**src/rtl/vx_async_barrier_table_pkg.sv**
```systemverilog
// Shared types for the warp-control barrier table.
// Entry widths are fixed here so the entry struct can be passed between modules.
package vx_async_barrier_table_pkg;

    localparam int BAR_NUM_WARPS = 8;
    localparam int BAR_NW_W      = (BAR_NUM_WARPS > 1) ? $clog2(BAR_NUM_WARPS) : 1;
    localparam int BAR_CNT_W     = 8;
    localparam int BAR_TOKEN_W   = 32;

    typedef enum logic [1:0] {
        BAR_INIT        = 2'd0,
        BAR_ARRIVE      = 2'd1,
        BAR_WAIT        = 2'd2,
        BAR_ARRIVE_WAIT = 2'd3
    } bar_op_t;

    typedef struct packed {
        logic [BAR_CNT_W-1:0]     expected;
        logic [BAR_CNT_W-1:0]     arrived;
        logic [BAR_TOKEN_W-1:0]   gen;
        logic [BAR_NUM_WARPS-1:0] wait_mask;
    } bar_entry_t;

endpackage

```
**src/rtl/vx_bar_entry_update.sv**
```systemverilog
// Combinational next-state of one barrier entry for a single op.
// An entry with expected==0 is uninitialised and ignores arrivals.
module vx_bar_entry_update
    import vx_async_barrier_table_pkg::*;
(
    input  bar_entry_t                entry_i,
    input  bar_op_t                   op_i,
    input  logic [BAR_NW_W-1:0]       wid_i,
    input  logic [BAR_CNT_W-1:0]      count_i,
    input  logic [BAR_TOKEN_W-1:0]    token_i,
    output bar_entry_t                entry_o,
    output logic [BAR_NUM_WARPS-1:0]  release_o,
    output logic                      phase_done_o
);

    logic [BAR_NUM_WARPS-1:0] wid_bit;
    logic [BAR_CNT_W:0]       arr_inc;
    logic                     is_init;
    logic                     completes;

    assign wid_bit   = BAR_NUM_WARPS'(1) << wid_i;
    assign arr_inc   = {1'b0, entry_i.arrived} + 1'b1;
    assign is_init   = (entry_i.expected != '0);
    assign completes = is_init && (arr_inc == {1'b0, entry_i.expected});

    always_comb begin
        entry_o      = entry_i;
        release_o    = '0;
        phase_done_o = 1'b0;
        unique case (op_i)
            BAR_INIT: begin
                entry_o.expected  = (count_i == '0) ? BAR_CNT_W'(1) : count_i;
                entry_o.arrived   = '0;
                entry_o.wait_mask = '0;
                release_o         = entry_i.wait_mask;
            end
            BAR_ARRIVE, BAR_ARRIVE_WAIT: begin
                if (completes) begin
                    entry_o.gen       = entry_i.gen + 1'b1;
                    entry_o.arrived   = '0;
                    entry_o.wait_mask = '0;
                    phase_done_o      = 1'b1;
                    release_o         = entry_i.wait_mask;
                    if (op_i == BAR_ARRIVE_WAIT) begin
                        release_o = entry_i.wait_mask | wid_bit;
                    end
                end else if (is_init) begin
                    entry_o.arrived = arr_inc[BAR_CNT_W-1:0];
                    if (op_i == BAR_ARRIVE_WAIT) begin
                        entry_o.wait_mask = entry_i.wait_mask | wid_bit;
                    end
                end
            end
            BAR_WAIT: begin
                if (token_i == entry_i.gen) begin
                    entry_o.wait_mask = entry_i.wait_mask | wid_bit;
                end else begin
                    release_o = wid_bit;
                end
            end
            default: ;
        endcase
    end

endmodule

```
**src/rtl/vx_async_barrier_table.sv**
```systemverilog
// Barrier table: entry array, IDLE/RELEASE handshake FSM, release register.
// Optional saturating perf counters under VX_BAR_PERF_EN.
module vx_async_barrier_table
    import vx_async_barrier_table_pkg::*;
#(
    parameter int NUM_WARPS    = BAR_NUM_WARPS,
    parameter int NUM_BARRIERS = 16,
    parameter int CNT_W        = BAR_CNT_W,
    parameter int TOKEN_W      = BAR_TOKEN_W,
    parameter int PERF_W       = 44,
    localparam int NB_W = (NUM_BARRIERS > 1) ? $clog2(NUM_BARRIERS) : 1,
    localparam int NW_W = (NUM_WARPS > 1) ? $clog2(NUM_WARPS) : 1
) (
    input  logic                 clk,
    input  logic                 reset_n,
    input  logic                 req_valid,
    output logic                 req_ready,
    input  bar_op_t              req_op,
    input  logic [NW_W-1:0]      req_wid,
    input  logic [NB_W-1:0]      req_bar_id,
    input  logic [CNT_W-1:0]     req_count,
    input  logic [TOKEN_W-1:0]   req_token,
    input  logic [NB_W-1:0]      barrier_id_rd,
    output logic [TOKEN_W-1:0]   arrive_token,
    output logic                 rel_valid,
    input  logic                 rel_ready,
    output logic [NUM_WARPS-1:0] rel_mask,
    output logic [PERF_W-1:0]    perf_phases,
    output logic [PERF_W-1:0]    perf_stalls
);

    typedef enum logic {ST_IDLE, ST_RELEASE} state_e;

    state_e                 state_q, state_d;
    logic                   rel_valid_q, rel_valid_d;
    logic [NUM_WARPS-1:0]   rel_mask_q, rel_mask_d;
    bar_entry_t             entries_q [NUM_BARRIERS];
    bar_entry_t             entries_d [NUM_BARRIERS];

    bar_entry_t             upd_entry;
    logic [NUM_WARPS-1:0]   upd_rel;
    logic                   upd_phase_done;
    logic                   accept;

    assign req_ready    = (state_q == ST_IDLE);
    assign accept       = req_valid && req_ready;
    assign arrive_token = entries_q[barrier_id_rd].gen;
    assign rel_valid    = rel_valid_q;
    assign rel_mask     = rel_mask_q;

    vx_bar_entry_update u_upd (
        .entry_i      (entries_q[req_bar_id]),
        .op_i         (req_op),
        .wid_i        (req_wid),
        .count_i      (req_count),
        .token_i      (req_token),
        .entry_o      (upd_entry),
        .release_o    (upd_rel),
        .phase_done_o (upd_phase_done)
    );

    always_comb begin
        state_d     = state_q;
        rel_valid_d = rel_valid_q;
        rel_mask_d  = rel_mask_q;
        entries_d   = entries_q;
        unique case (state_q)
            ST_IDLE: begin
                if (accept) begin
                    entries_d[req_bar_id] = upd_entry;
                    if (upd_rel != '0) begin
                        state_d     = ST_RELEASE;
                        rel_valid_d = 1'b1;
                        rel_mask_d  = upd_rel;
                    end
                end
            end
            ST_RELEASE: begin
                if (rel_ready) begin
                    state_d     = ST_IDLE;
                    rel_valid_d = 1'b0;
                    rel_mask_d  = '0;
                end
            end
            default: state_d = ST_IDLE;
        endcase
    end

    always_ff @(posedge clk or negedge reset_n) begin
        if (!reset_n) begin
            state_q     <= ST_IDLE;
            rel_valid_q <= 1'b0;
            rel_mask_q  <= '0;
            for (int i = 0; i < NUM_BARRIERS; i++) begin
                entries_q[i] <= '0;
            end
        end else begin
            state_q     <= state_d;
            rel_valid_q <= rel_valid_d;
            rel_mask_q  <= rel_mask_d;
            entries_q   <= entries_d;
        end
    end

`ifdef VX_BAR_PERF_EN
    logic [PERF_W-1:0] perf_phases_q, perf_phases_d;
    logic [PERF_W-1:0] perf_stalls_q, perf_stalls_d;

    always_comb begin
        perf_phases_d = perf_phases_q;
        perf_stalls_d = perf_stalls_q;
        if (accept && upd_phase_done && !(&perf_phases_q)) begin
            perf_phases_d = perf_phases_q + 1'b1;
        end
        if (req_valid && !req_ready && !(&perf_stalls_q)) begin
            perf_stalls_d = perf_stalls_q + 1'b1;
        end
    end

    always_ff @(posedge clk or negedge reset_n) begin
        if (!reset_n) begin
            perf_phases_q <= '0;
            perf_stalls_q <= '0;
        end else begin
            perf_phases_q <= perf_phases_d;
            perf_stalls_q <= perf_stalls_d;
        end
    end

    assign perf_phases = perf_phases_q;
    assign perf_stalls = perf_stalls_q;
`else
    logic unused_phase_done;
    assign unused_phase_done = upd_phase_done;
    assign perf_phases = '0;
    assign perf_stalls = '0;
`endif

endmodule
```
**config.mk**
```make
export PLATFORM = sky130hd
export DESIGN_NAME = vx_async_barrier_table
export DESIGN_NICKNAME = d
export VERILOG_FILES = /design/src/rtl/vx_async_barrier_table_pkg.sv /design/src/rtl/vx_bar_entry_update.sv /design/src/rtl/vx_async_barrier_table.sv
export SDC_FILE = /design/constraint.sdc
export NUM_CORES = 2
export LEC_CHECK = 0
export CAP_MARGIN = 25
export CORE_UTILIZATION = 45
export CTS_CLUSTER_DIAMETER = 150
export DETAILED_ROUTE_END_ITERATION = 8
export HOLD_SLACK_MARGIN = 0.02
export MAX_ROUTING_LAYER = met4
export SLEW_MARGIN = 20
export SYNTH_ARGS = -nofsm -noshare
export SYNTH_HDL_FRONTEND = slang
export SYNTH_SLANG_ARGS = --single-unit
```
**constraint.sdc**
```tcl
create_clock -name clk -period 5.65 [get_ports clk]
set_input_delay 0.565 -clock clk [delete_from_list [all_inputs] [get_ports clk]]
set_output_delay 0.565 -clock clk [all_outputs]
set_load 0.05 [all_outputs]
```
==> flow_summary.json <==
{
  "routed_via_density": 5.875,
  "period_share_pct": 85.69,
  "irDropWorstVdd_mv": 0.2026,
  "clock-skew-final_ps": 27.02,
  "ys.flop_type": "sky130_fd_sc_hd__dfrtp_1",
  "tritoncts": "done",
  "comb_power_share_pct": 17.8,
  "die-height_um": 322.2,
  "sequentialPowerShare_pct": 45.1,
  "finalSetupViolCount": 0,
  "ys_seq_area_share_pct": 49.13,
  "rr_startpoint": "entries_q[488]",
  "grt_overflow_total": 0,
  "power.internal_uw": 12170,
  "grt_pass1_wl_um": 206600,
  "synth-simple-area-share_pct": 9.509,
  "clock_power_share_pct": 37.1,
  "cp_top_family": "compound AO/OA/AOI/OAI gates",
  "avgSynthCellArea_um2": 11.41,
  "io_pins": 187,
  "max_freq_mhz": 206.5,
  "critical-path-top-cell-by-count": "sky130_fd_sc_hd__a21oi_1",
  "worstPathCellList": "mux4_2 > a22oi_1 > nand2_1 > ha_1 > and3_1 > a32o_1 > a31o_2 > nand4_1 > a21oi_1 > nor4_1 > o211a_2 > nor2b_1 > buf_4 > o211a_1 > a21oi_1 > o21ai_0",
  "final_antenna_net_count": 0,
  "place_area_mm2": 0.04810,
  "grt_setup_unrepaired": "false",
  "post_cts_resized": 0,
  "crit_required_ps": 6140,
  "synthCells": 4045,
  "hold_path_depth": 2,
  "hold_path_class": "flip-flop to flip-flop",
  "max_slew_margin_pct": 26.64,
  "slew_violations": 0,
  "critical_path.slowest_cell": "sky130_fd_sc_hd__a21oi_1",
  "outcome": "complete, but fails checks",
  "gp_routability_congestion": 0.8759,
  "dominant_combinational_cell_family_by_area_after_synthesis": "multiplexers",
  "sequential_cell_area_mm2": 0.02267,
  "ys_seq_elements": 906,
  "routed_vias": 31923,
  "finalWorstPathRequiredPeriod_ps": 4842,
  "violations_in_the_final_reports": "DRC",
  "dr.pass1.iters": 9,
  "timing.critical_path.arrival_ps": 5330,
  "synth_common_cells": "906 x sky130_fd_sc_hd__dfrtp_1, 882 x sky130_fd_sc_hd__nand2_1, 783 x sky130_fd_sc_hd__o21ai_0, 381 x sky130_fd_sc_hd__mux4_2, 271 x sky130_fd_sc_hd__clkbuf_1",
  "yosys.area_share.xor_xnor_pct": 1.478,
  "yosys_warnings": 0,
  "synth.top_cell.area_share_pct": 49.13,
  "antenna_violations_before_repair": 1,
  "grt_start_max_net_pins": 147,
  "power.static_leakage_uw": 0.02212,
  "synth.most_common_cell": "sky130_fd_sc_hd__dfrtp_1",
  "max_slew.worst_pin.slew_ps": 1100,
  "power.share.switching_pct": 28.94,
  "maxCapViolations": 0,
  "clock_insertion_delay_worst_skew_ps": 670,
  "cts-root-buf": "sky130_fd_sc_hd__clkbuf_16",
  "portion_of_netlist_area_occupied_by_mux_cells_pct": 23.30,
  "filler_cells": 8941,
  "dp_slack_ps": 264.4,
  "synth_enable_flop_cells": 0,
  "timing.critical_path.from": "entries_q[488]",
  "setup-tns-final_ps": 0,
  "post_synth_main_area_contributors": "sky130_fd_sc_hd__dfrtp_1 49%, sky130_fd_sc_hd__mux4_2 19%, sky130_fd_sc_hd__o21ai_0 8.5%, sky130_fd_sc_hd__nand2_1 7.2%, sky130_fd_sc_hd__mux2_2 2.6%",
  "die_area_mm2": 0.1038,
  "postCtsSetupRepairBufs": 0,
  "worstSetupEndpointType": "flip-flop",
  "yosys.area_share.adder_pct": 0.05423,
  "ff2ff_path_depth": 16,
  "timing_worst_setup_path_type": "flip-flop to flip-flop",
  "cp_slowest_stage_delay_ps": 780,
  "synth_top_area_cell": "sky130_fd_sc_hd__dfrtp_1",
  "worstPathMaxFanout": 16,
  "cts_inserted_buffers": 98,
  "async_flop_share_pct": 100.0,
  "drt_wl_total_um": 134000,
  "final_layout_size_suffix_gt1_share_pct": 20.20,
  "floorplan.rows": 117,
  "detail_route.drc_violations": 2,
  "share_of_the_synthesized_area_in_compound_gates_ao_oa_aoi_oai_pct": 11.38,
  "cts_htree_levels": 3,
  "via_count_of_the_first_global_routing_pass": 32362,
  "final_number_of_hold_violating_endpoints": 0,
  "worst_setup_sp_type": "flip-flop",
  "worst-path-buf-inv": 1,
  "globalRouteTotalUtil_pct": 27.40,
  "crit-reg2reg-capture": "entries_q[341]",
  "floorplan.initialDensity_pct": 45.36,
  "synthesis.area_mm2": 0.04615,
  "port_buffers": 98,
  "setup_slack_ps": 808.5,
  "fp.dieW_um": 322.2,
  "clock_sink_count": 906,
  "worst_setup_hold_path_clk_slew_ps": 60,
  "multiInputGateArea_mm2": 0.02164,
  "cellPowerDensity_mw_per_mm2": 333.5,
  "min_from": "entries_q[451]",
  "areaGrowthSynthToFinish_pct": 11.24,
  "r2r_slack_ps": 810,
  "postLayoutCellArea_mm2": 0.05133,
  "hold_path_end": "entries_q[451]",
  "iteration_0_drc_count_of_the_detailed_router": 2861,
  "power_switching_uw": 4954,
  "cts.path.max_buffers": 3,
  "routedWlPerCell_um": 24.66,
  "core_mm2": 0.1017,
  "post_synth_num_cell_types": 76,
  "detailed_place_hpwl_um": 81410,
  "design.final.nets": 4057
}
==> power by group through the flow <==
stage / combinational (uW) / clock (uW) / sequential (uW)
3_3_place_gp: 2980 / 0 / 7800
3_5_place_dp: 3040 / 0 / 7830
4_1_cts: 3050 / 6450 / 7720
6_report: 3040 / 6350 / 7720
5_1_grt: 3330 / 6710 / 7820
2_1_floorplan: 2140 / 0 / 7710
==> worst max path at each step <==
stage / cells after the start / endpoint / slack (ps)
5_1_grt: 16 / entries_q[341] / 440
3_3_place_gp: 14 / rel_mask[7] / 270
2_1_floorplan: 19 / rel_mask[0] / 850
3_5_place_dp: 16 / entries_q[372] / 260
4_1_cts: 15 / entries_q[372] / 700
6_report: 16 / entries_q[341] / 810
==> kinds of logic after synthesis <==
family | Yosys count
adders and majority gates | 2
other | 1
DFF | 906
buffers and inverters | 468
and+or+nand+nor | 1061
xor gates and xnor gates | 77
AOI/OAI and AO/OA | 973
muxes | 557
==> area by class of cell <==
class	count	area share (%)
antenna	1	0.004875
clock inverter	28	0.5704
timing repair buffer	219	4.146
multi-input combinational	2758	42.16
clock buffer	139	5.506
tap	1368	3.334
sequential	906	44.17
inverter	15	0.1097
==> worst min-delay path: cells and delay by family, from the launching register on <==
kind	cells	cell delay, ps
flip-flops	1	340
AO/OA/AOI/OAI	1	60
AND/OR/NAND/NOR	1	50
==> cell usage in the layout (no fill, tap or decap), drive strengths merged, types with 4 or more instances in the layout <==
master	netlist	layout
nand2b	5	5
xnor2	41	41
nor2	44	44
o211a	6	6
nor3b	4	4
bufinv	0	5
xor2	36	36
nand3	23	23
o22ai	5	5
and3b	4	4
a211oi	13	13
nand2	882	882
clkinv	1	20
nor3	18	18
o211ai	5	5
conb	1	88
a22o	5	5
mux2i	51	51
clkbuf	271	142
nor4	11	11
a31oi	8	8
dfrtp	906	906
buf	182	126
clkdlybuf4s50	0	89
and2	13	13
a221oi	8	8
o21ai	798	798
a311oi	4	4
a21oi	49	49
inv	14	17
mux4	398	398
and3	15	15
a22oi	51	51
nor2b	17	17
mux2	108	108
nand4	14	14
==> metal layers <==
| layer | up-vias | share of wire (%) | GRT usage, % |
|---|---|---|---|
| li1 | 14303 | - | - |
| met1 | 16327 | 43 | 36.95 |
| met5 | - | 0 | - |
| met2 | 1023 | 47 | 42.01 |
| met3 | 270 | 6.3 | 4.740 |
| met4 | 0 | 3.6 | 9.534 |
==> state kept, by name, summed over array words and instances, names as in the netlist <==
| signal | flops |
|---|---|
| rel_valid | 1 |
| state_q | 1 |
| entries_q | 896 |
| rel_mask | 8 |
==> what timing repair did <==
action	4_1_cts	5_1_grt
endpoints found under the setup margin	0	0
hold endpoints to repair	12	0
hold buffers	1	0
==> per-stage QoR <==
| stage | total power (uW) | instances | utilization [%] | hold WS [ps] |
|---|---|---|---|---|
| 2_1_floorplan | 9851 | 4132 | - | 269.4 |
| 3_3_place_gp | 10780 | 5248 | 47.16 | 454.7 |
| 3_5_place_dp | 10870 | 5260 | 47.28 | 465.3 |
| 4_1_cts | 17210 | 5428 | 50.36 | 455.0 |
| 5_1_grt | 17850 | 5434 | 50.45 | 475.4 |
| 6_report | 17120 | 5434 | 50.45 | 473.8 |
(Power assumes the default switching activity.)
